## src/rtl/edge_frame_sequencer.sv

```systemverilog
// Frame-level controller for the edge-detection pipeline: tracks frame/pixel position,
// gates the datapath, and restarts the timing generator after the datapath latency.
module edge_frame_sequencer #(
    parameter int unsigned H_ACT    = 640,
    parameter int unsigned V_ACT    = 480,
    parameter int unsigned PIPE_LAT = 1286,
    parameter int unsigned CNT_W    = 12
) (
    input  logic             I_CLK,
    input  logic             I_RST_N,
    input  logic             I_ENABLE,
    input  logic             I_VSYNC,
    input  logic             I_DE,
    input  logic             I_ERR_CLR,
    output logic             O_PIPE_EN,
    output logic             O_VRST,
    output logic [CNT_W-1:0] O_PIX_COL,
    output logic [CNT_W-1:0] O_PIX_ROW,
    output logic [2:0]       O_STATE,
    output logic             O_ERR,
    output logic [15:0]      O_FRAME_CNT
);

    localparam int unsigned FC_W = 16;
    localparam logic [CNT_W-1:0] COL_LAST = CNT_W'(H_ACT - 1);
    localparam logic [CNT_W-1:0] ROW_LAST = CNT_W'(V_ACT - 1);
    localparam logic [CNT_W-1:0] LAT_LAST = CNT_W'(PIPE_LAT - 1);

    typedef enum logic [2:0] {
        ST_IDLE  = 3'd0,
        ST_ARMED = 3'd1,
        ST_FILL  = 3'd2,
        ST_RUN   = 3'd3,
        ST_DRAIN = 3'd4
    } state_e;

    state_e            state_q, state_d;
    logic              vs_dly_q, de_dly_q;
    logic [CNT_W-1:0]  lat_cnt_q, lat_cnt_d;
    logic [CNT_W-1:0]  col_q, col_d;
    logic [CNT_W-1:0]  row_q, row_d;
    logic              done_q, done_d;
    logic              pipe_en_q, pipe_en_d;
    logic              vrst_q, vrst_d;
    logic [CNT_W-1:0]  pix_col_q, pix_col_d;
    logic [CNT_W-1:0]  pix_row_q, pix_row_d;
    logic              err_q, err_d;
    logic [FC_W-1:0]   frame_cnt_q, frame_cnt_d;
    logic              err_set;
    logic              vs_rise;
    logic              last_pix;

    assign vs_rise  = I_VSYNC & ~vs_dly_q;
    assign last_pix = I_DE && (col_q == COL_LAST) && (row_q == ROW_LAST);

    always_comb begin
        state_d     = state_q;
        lat_cnt_d   = lat_cnt_q;
        col_d       = col_q;
        row_d       = row_q;
        done_d      = done_q;
        pix_col_d   = pix_col_q;
        pix_row_d   = pix_row_q;
        frame_cnt_d = frame_cnt_q;
        vrst_d      = 1'b0;
        err_set     = 1'b0;
        case (state_q)
            ST_IDLE: begin
                if (I_ENABLE) state_d = ST_ARMED;
            end
            ST_ARMED: begin
                if (!I_ENABLE) begin
                    state_d = ST_IDLE;
                end else if (vs_rise) begin
                    state_d   = ST_FILL;
                    lat_cnt_d = '0;
                    col_d     = '0;
                    row_d     = '0;
                    done_d    = 1'b0;
                end
            end
            ST_FILL, ST_RUN: begin
                if (vs_rise) begin
                    // early frame: restart the fill window, suppress this cycle's restart pulse
                    err_set   = 1'b1;
                    state_d   = ST_FILL;
                    lat_cnt_d = '0;
                    col_d     = '0;
                    row_d     = '0;
                    done_d    = 1'b0;
                end else begin
                    if (!done_q) begin
                        if (I_DE) begin
                            pix_col_d = col_q;
                            pix_row_d = row_q;
                            if (col_q == COL_LAST) begin
                                col_d = '0;
                                row_d = row_q + CNT_W'(1);
                            end else begin
                                col_d = col_q + CNT_W'(1);
                            end
                            if (last_pix) done_d = 1'b1;
                        end else if (de_dly_q && (col_q != '0)) begin
                            err_set = 1'b1;
                            col_d   = '0;
                            row_d   = row_q + CNT_W'(1);
                        end
                    end
                    if (state_q == ST_FILL) begin
                        lat_cnt_d = lat_cnt_q + CNT_W'(1);
                        if (lat_cnt_q == LAT_LAST) begin
                            vrst_d    = 1'b1;
                            lat_cnt_d = '0;
                            state_d   = done_d ? ST_DRAIN : ST_RUN;
                        end
                    end else if (last_pix) begin
                        state_d   = ST_DRAIN;
                        lat_cnt_d = '0;
                    end
                end
            end
            ST_DRAIN: begin
                if (I_DE) err_set = 1'b1;
                lat_cnt_d = lat_cnt_q + CNT_W'(1);
                if (lat_cnt_q == LAT_LAST) begin
                    lat_cnt_d   = '0;
                    frame_cnt_d = frame_cnt_q + FC_W'(1);
                    state_d     = I_ENABLE ? ST_ARMED : ST_IDLE;
                end
            end
            default: state_d = ST_IDLE;
        endcase
        err_d     = err_set | (err_q & ~I_ERR_CLR);
        pipe_en_d = (state_d == ST_FILL) || (state_d == ST_RUN) || (state_d == ST_DRAIN);
    end

    always_ff @(posedge I_CLK or negedge I_RST_N) begin
        if (!I_RST_N) begin
            state_q     <= ST_IDLE;
            vs_dly_q    <= 1'b0;
            de_dly_q    <= 1'b0;
            lat_cnt_q   <= '0;
            col_q       <= '0;
            row_q       <= '0;
            done_q      <= 1'b0;
            pipe_en_q   <= 1'b0;
            vrst_q      <= 1'b0;
            pix_col_q   <= '0;
            pix_row_q   <= '0;
            err_q       <= 1'b0;
            frame_cnt_q <= '0;
        end else begin
            state_q     <= state_d;
            vs_dly_q    <= I_VSYNC;
            de_dly_q    <= I_DE;
            lat_cnt_q   <= lat_cnt_d;
            col_q       <= col_d;
            row_q       <= row_d;
            done_q      <= done_d;
            pipe_en_q   <= pipe_en_d;
            vrst_q      <= vrst_d;
            pix_col_q   <= pix_col_d;
            pix_row_q   <= pix_row_d;
            err_q       <= err_d;
            frame_cnt_q <= frame_cnt_d;
        end
    end

    assign O_PIPE_EN   = pipe_en_q;
    assign O_VRST      = vrst_q;
    assign O_PIX_COL   = pix_col_q;
    assign O_PIX_ROW   = pix_row_q;
    assign O_STATE     = state_q;
    assign O_ERR       = err_q;
    assign O_FRAME_CNT = frame_cnt_q;

endmodule
```

## config.mk

```make
export PLATFORM = sky130hd
export DESIGN_NAME = edge_frame_sequencer
export DESIGN_NICKNAME = d
export VERILOG_FILES = /design/src/rtl/edge_frame_sequencer.sv
export SDC_FILE = /design/constraint.sdc
export NUM_CORES = 1
export LEC_CHECK = 0
export ABC_AREA = 1
export CAP_MARGIN = 0
export CORE_UTILIZATION = 55
export DETAILED_ROUTE_END_ITERATION = 16
export PLACE_DENSITY = 0.78
export SYNTH_ARGS = -nofsm -noshare
export SYNTH_HDL_FRONTEND = slang
export SYNTH_SLANG_ARGS = --single-unit
```

## constraint.sdc

```tcl
create_clock -name I_CLK -period 2.2 [get_ports I_CLK]
set_input_delay 0.44 -clock I_CLK [delete_from_list [all_inputs] [get_ports I_CLK]]
set_output_delay 0.44 -clock I_CLK [all_outputs]
set_load 0.05 [all_outputs]
```

==> qor.yml, run 1 <==
finalClockSkew_ns: 0.0126
setup-violations-final: 0
seq_area_frac_synth_pct: 44.7
wirelength_mm: 11.5
slew_headroom_pct: 65.8
fin_crit_sh_pct: 98.0
critical_path_peak_fanout: 6
postRouteAntennaNets: 0
final_cell_count_no_fill: 813
cts_buffers: 9
antenna_found_initial: 0
crit_path_top_delay_cell: "clkdlybuf4s50_1"
path_clk_slew_ns: 0.09
swShare_pct: 36.4
viasPerCell: 5.49
utilization_pct: 69.3
critPathBufInv: 1
power_frac_comb_pct: 28.2
vdd.ir_drop.worst_mv: 0.653
cts_buffer_depth: 2
critPathKind: "flip-flop to output pin"
grt_pass1_wl_mm: 19.1
slowest_delay_ns: 0.86
grt_pass1_vias: 4088
num_vias: 4460
clock_latency_ns: 0.36
syn_area_um2: 4760
row_count: 33
p_clk_share_pct: 29.2
wl_per_cell_um: 14.2
syn_to_final_growth_pct: 20.8
synth_nets: 646
outcome: "finished clean"
drtIter0Drc: 202
fmax_mhz: 464
place_congestion: 0.891
core_um2: 8300
pwr-share-seq_pct: 42.6
ys_seq_elements: 85
fp.dieH_um: 95.1
grt_max_degree: 40
port-buffer-count: 51
diodes: 0
synth_cell_types: 34
dp_cells: 796
drcViolationCount: 0
crit_family: "buffers and inverters"
num-fill-cells: 695
power.leakage_nw: 2.72
tightest_slew_ns: 0.512
final_layout_size_suffix_gt1_share_pct: 8.90
ios: 52
cp.required_ns: 1.76
finalSetupTns_ns: 0
hold_violations: 0
die_w_um: 95.1
rsz0062_at_grt: "false"
syn_area_per_cell_um2: 7.51
dp_hpwl_mm: 8.19
clock-root-buffer: "clkbuf_8"
cp-start-kind: "flip-flop"
gr-usage-all-layers_pct: 27.2
postCtsSetupRepairBufs: 0
maxCapViolCount: 0
die_area_um2: 9030
numClockSinks: 85
grt-ovfl-total: 0
start_util_pct: 57.4
power_density_nw_per_um2: 768
drtPass1Iterations: 5
syn_inst: 634
arrival_ns: 1.72
switchingPower_w: 0.00161
nNetsFinal: 715
ctsHtreeMaxLevel: 3
cts_tree: "built"
hp-class: "flip-flop to flip-flop"
drv_slew: 0
fin_crit_ns: 2.16
endpoint_kind: "output pin"
yosysWarnings: 0
path_cells: "clkdlybuf4s50_1"
intPower_w: 0.00281
## routing by layer
layer  up-vias  share of wire (%)  wire length (µm)  global-route usage, %
li1       2196                  -                 -                      -
met1      2073                 45              5200                   37.3
met2       166                 48              5490                   44.5
met3        25                5.7               654                   2.79
met4         0                1.8               203                   10.2
met5         -                  0                 0                      0
## flip-flops by register name, indices dropped and copies added, names as in the netlist
signal / flops
O_FRAME_CNT: 16
O_PIX_COL: 12
O_PIX_ROW: 12
col_q: 12
lat_cnt_q: 12
row_q: 12
O_STATE: 3
O_ERR: 1
O_PIPE_EN: 1
O_VRST: 1
de_dly_q: 1
done_q: 1
vs_dly_q: 1
## Yosys cell counts
cell / instances / share of area, %
nor3_1: 28 / 2.9
nand3_2: 1 / 0.21
ha_1: 6 / 1.6
nand2_2: 1 / 0.13
a21oi_1: 26 / 2.7
xnor2_1: 6 / 1.1
o21ai_1: 2 / 0.21
nand4_1: 19 / 2.5
nor2_2: 3 / 0.39
clkbuf_1: 3 / 0.24
inv_1: 69 / 5.4
buf_6: 3 / 0.71
nor4_1: 9 / 1.2
buf_4: 2 / 0.32
nor4_2: 1 / 0.26
nor2_1: 69 / 5.4
nand2_1: 178 / 14
nor2_4: 4 / 0.95
nor3b_1: 1 / 0.16
inv_2: 4 / 0.32
nand4_2: 1 / 0.26
o22ai_1: 2 / 0.26
o21ai_0: 21 / 2.2
o21ai_2: 1 / 0.18
xor2_1: 14 / 2.6
or2_2: 1 / 0.13
buf_2: 5 / 0.53
mux2_2: 4 / 0.95
o211ai_1: 4 / 0.63
clkinv_1: 1 / 0.079
dfrtp_1: 85 / 45
nand3_1: 55 / 5.8
nor3_4: 2 / 0.68
buf_1: 3 / 0.24
## worst paths after layout
path                                 from        endpoint  slack (ns)  cells past startpoint
setup / recovery           O_FRAME_CNT[2]  O_FRAME_CNT[2]        0.04                      1
setup reg to reg                 col_q[1]    lat_cnt_q[3]        0.13                     10
min in group asynchronous         I_RST_N    O_PIX_ROW[5]        0.52                      2
hold / removal                  row_q[10]       row_q[10]        0.48                      2
hold reg to reg                 row_q[10]       row_q[10]        0.48                      2
max in group asynchronous         I_RST_N       col_q[11]        1.05                      3
## final cells by class
cell class,instances,area (µm²),share of cell area (%)
clock buffer,9,124,2.15
sequential,85,2130,37.0
timing repair buffer,74,723,12.6
tap,105,131,2.28
multi-input combinational,459,2260,39.4
inverter,74,278,4.83
clock inverter,7,105,1.83
## through the flow
step / area [µm²] / hold slack [ns] / setup slack [ns] / total power [W]
floorplan: 4760 / 0.144 / 0.255 / 0.00270
global placement: 5510 / 0.373 / 0.0527 / 0.00313
detailed placement: 5510 / 0.381 / 0.00260 / 0.00316
CTS: 5750 / 0.492 / 0.0225 / 0.00443
global route: 5750 / 0.512 / 0.00721 / 0.00460
finish: 5750 / 0.484 / 0.0444 / 0.00442
## cell usage in the layout (no fill, tap or decap), types with 6 or more instances in the layout
| cell | n |
|---|---|
| nand2_1 | 178 |
| o21ai_0 | 21 |
| clkdlybuf4s50_1 | 49 |
| nor3_1 | 28 |
| nor4_1 | 9 |
| a21oi_1 | 26 |
| inv_1 | 69 |
| xor2_1 | 14 |
| ha_1 | 6 |
| nand4_1 | 19 |
| clkbuf_8 | 9 |
| nand3_1 | 55 |
| nor2_1 | 68 |
| dfrtp_1 | 85 |
| xnor2_1 | 6 |
| buf_4 | 20 |
## power by group through the flow
stage | clock, W | combinational, W | sequential [W]
global route | 0.00136 | 0.00133 | 0.00191
global placement | 0 | 0.00123 | 0.00190
floorplan | 0 | 0.000296 | 0.00241
detailed placement | 0 | 0.00125 | 0.00191
CTS | 0.00130 | 0.00125 | 0.00188
finish | 0.00129 | 0.00125 | 0.00188
## cell families after synthesis
logic type	Yosys count	synth area share, %
flops	85	44.7
simple gates	373	35.0
xor+xnor	20	3.68
compound gates	56	6.23
mux	4	0.946
fa+ha+maj	6	1.58
buf+inv	90	7.86
## what timing repair did
action	CTS	global route
hold endpoints to repair	8	0
resized for setup	0	2
endpoints found under the setup margin	0	2
hold buffers	1	0
(Power assumes the default switching activity.)
==> run 2, diff against run 1 <==
--- a/config.mk
+++ b/config.mk
@@ -6,10 +6,10 @@
 export NUM_CORES = 1
 export LEC_CHECK = 0
 export ABC_AREA = 1
-export CAP_MARGIN = 0
-export CORE_UTILIZATION = 55
+export CAP_MARGIN = 5
+export CORE_UTILIZATION = 25
+export CTS_CLUSTER_DIAMETER = 50
 export DETAILED_ROUTE_END_ITERATION = 16
-export PLACE_DENSITY = 0.78
 export SYNTH_ARGS = -nofsm -noshare
 export SYNTH_HDL_FRONTEND = slang
 export SYNTH_SLANG_ARGS = --single-unit
==> run 2 against run 1 <==
  * The run now ends with DRC left
  * Design area up 5.5%
  * Final cell count up 16%
  * Die area up 120%
  * Combinational power about the same
  * Hold slack worse by 0.45 ns
  * Clock power up 50%
  * Sequential share of layout area down 1.9 points
  * Global-route usage down 14 points
  * Power up 15%
  * Register-to-register slack better by 0.11 ns
  * Routed wire length up 3.1%
  * Clock-buffer cell count up 2
==> qor.yml, run 2 (synthesis gave the netlist of run 1 again) <==
wirelength_mm: 11.9  # +3.1%
ctsHtreeMaxLevel: 3  # unchanged
switchingPower_w: 0.00162  # +0.97%
violations: "DRC"
utilization_pct: 32.4  # -37 points
cts_tree: "built"
grt_pass1_wl_mm: 20.1  # +5.1%
num_vias: 4227  # -5.2%
maxCapViolCount: 0  # unchanged
outcome: "complete, but fails checks"
die_area_um2: 19600  # +120%
critPathBufInv: 1  # unchanged
fmax_mhz: 470  # +1.4%
diodes: 0  # unchanged
clock-root-buffer: "clkbuf_16"
rsz0062_at_grt: "false"
whs_ns: 0.0305  # -0.454 ns
start_util_pct: 25.5  # -32 points
drtIter0Drc: 164  # -19%
swShare_pct: 32.0  # -4.4 points
numClockSinks: 85  # unchanged
crit_path_top_delay_cell: "clkdlybuf4s50_1"
antenna_found_initial: 1  # +1
critical_path_peak_fanout: 6  # unchanged
path_clk_slew_ns: 0.07  # -0.02 ns
power.leakage_nw: 2.81  # +3.1%
grt_max_degree: 38  # -5.0%
power_frac_comb_pct: 24.6  # -3.6 points
cp-start-kind: "flip-flop"
intPower_w: 0.00344  # +23%
cts_buffers: 9  # unchanged
vdd.ir_drop.worst_mv: 0.290  # -56%
grt_pass1_vias: 4077  # -0.27%
hold_buffers: 0  # -1
hp-class: "input pin to asynchronous set/reset pin"
hold_violations: 0  # unchanged
postRouteAntennaNets: 0  # unchanged
nNetsFinal: 716  # +0.14%
largest_reg_flops: 16  # unchanged
fin_crit_sh_pct: 96.7  # -1.3 points
power_density_nw_per_um2: 835  # +8.8%
fin_ws_ns: 0.0734  # +0.0290 ns
clock_latency_ns: 0.36  # about the same
cp.required_ns: 1.76  # about the same
viasPerCell: 4.48  # -18%
p_clk_share_pct: 38.4  # +9.2 points
fin_crit_ns: 2.13  # -0.0290 ns
drtPass1Iterations: 10  # +5
arrival_ns: 1.69  # -0.03 ns
finalClockSkew_ns: 0.0106  # -0.00204 ns
final_layout_size_suffix_gt1_share_pct: 9.17  # +0.27 points
wl_per_cell_um: 12.6  # -11%
drv_slew: 0  # unchanged
endpoint_kind: "output pin"
num-fill-cells: 1964  # +180%
slowest_delay_ns: 0.85  # about the same
critPathKind: "flip-flop to output pin"
gr-usage-all-layers_pct: 12.9  # -14 points
port-buffer-count: 51  # unchanged
place_congestion: 0.850  # -4.6%
multi_input_comb_area_um2: 2260  # -0.11%
slew_headroom_pct: 62.0  # -3.8 points
finalSetupTns_ns: 0  # unchanged
syn_to_final_growth_pct: 27.4
tightest_slew_ns: 0.568  # +0.0561 ns
path_cells: "clkdlybuf4s50_1"
place_ws_ns: 0.0333  # +0.0307 ns
crit_family: "buffers and inverters"
die_w_um: 140  # +47%
final_cell_mix: "nand2_1 (178), dfrtp_1 (85), inv_1 (69), nor2_1 (69), nand3_1 (55)"
area.sequential_um2: 2130  # unchanged
core_um2: 18700  # +130%
grt-ovfl-total: 0  # unchanged
cts_buffer_depth: 2  # unchanged
layout_commonest_cell: "nand2_1"
row_count: 50  # +52%
dp_hpwl_mm: 8.74  # +6.7%
fp.dieH_um: 140  # +47%
drcViolationCount: 1  # +1
ios: 52  # unchanged
pwr-share-seq_pct: 37.1  # -5.5 points
power.total_w: 0.00507  # +15%
setup-violations-final: 0  # unchanged
run 2: metrics by stage:
stage	std cells	instance area, µm²
floorplan	634	4760
global placement	926	5670
detailed placement	926	5670
CTS	942	6060
global route	943	6070
finish	943	6070
run 2: final cells by class:
type | instances | share of cell area [%]
inverter | 74 | 4.58
tap | 234 | 4.83
clock inverter | 5 | 2.12
multi-input combinational | 459 | 37.3
clock buffer | 11 | 4.17
sequential | 85 | 35.1
timing repair buffer | 75 | 12.0
run 2: worst register-to-register path, delay by kind of cell, from the launching register on:
kind	cells	cell delay, ns
DFF	1	0.48
buffers and inverters	4	0.53
muxes	1	0.33
and+or+nand+nor	3	0.49
run 2: what timing repair did:
item	in CTS	in global routing
setup endpoints to repair	0	3
setup buffers	0	1
resized for setup	0	1
run 2: worst paths after layout:
kind	from	endpoint	slack, ns	depth (start not counted)
worst max-delay path	O_FRAME_CNT[2]	O_FRAME_CNT[2]	0.07	1
min in group I_CLK	row_q[10]	row_q[10]	0.48	2
max in group asynchronous	I_RST_N	lat_cnt_q[1]	1.54	2
worst min register to register	row_q[10]	row_q[10]	0.48	2
worst min-delay path	I_RST_N	col_q[0]	0.03	1
worst max register to register	O_STATE[1]	O_PIX_ROW[2]	0.24	8
run 2: routing by layer:
layer  share of wire (%)  GRT usage [%]
met4                 1.4           4.68
met1                  47           15.8
met3                 5.0           3.73
met5                0.11              0
met2                  47           21.7
run 2: power groups by stage:
stage,clock (W),combinational (W),sequential [W]
2_1_floorplan,0,0.000296,0.00241
3_3_place_gp,0,0.00125,0.00191
6_report,0.00194,0.00124,0.00188
4_1_cts,0.00200,0.00126,0.00188
5_1_grt,0.00204,0.00133,0.00191
3_5_place_dp,0,0.00126,0.00191
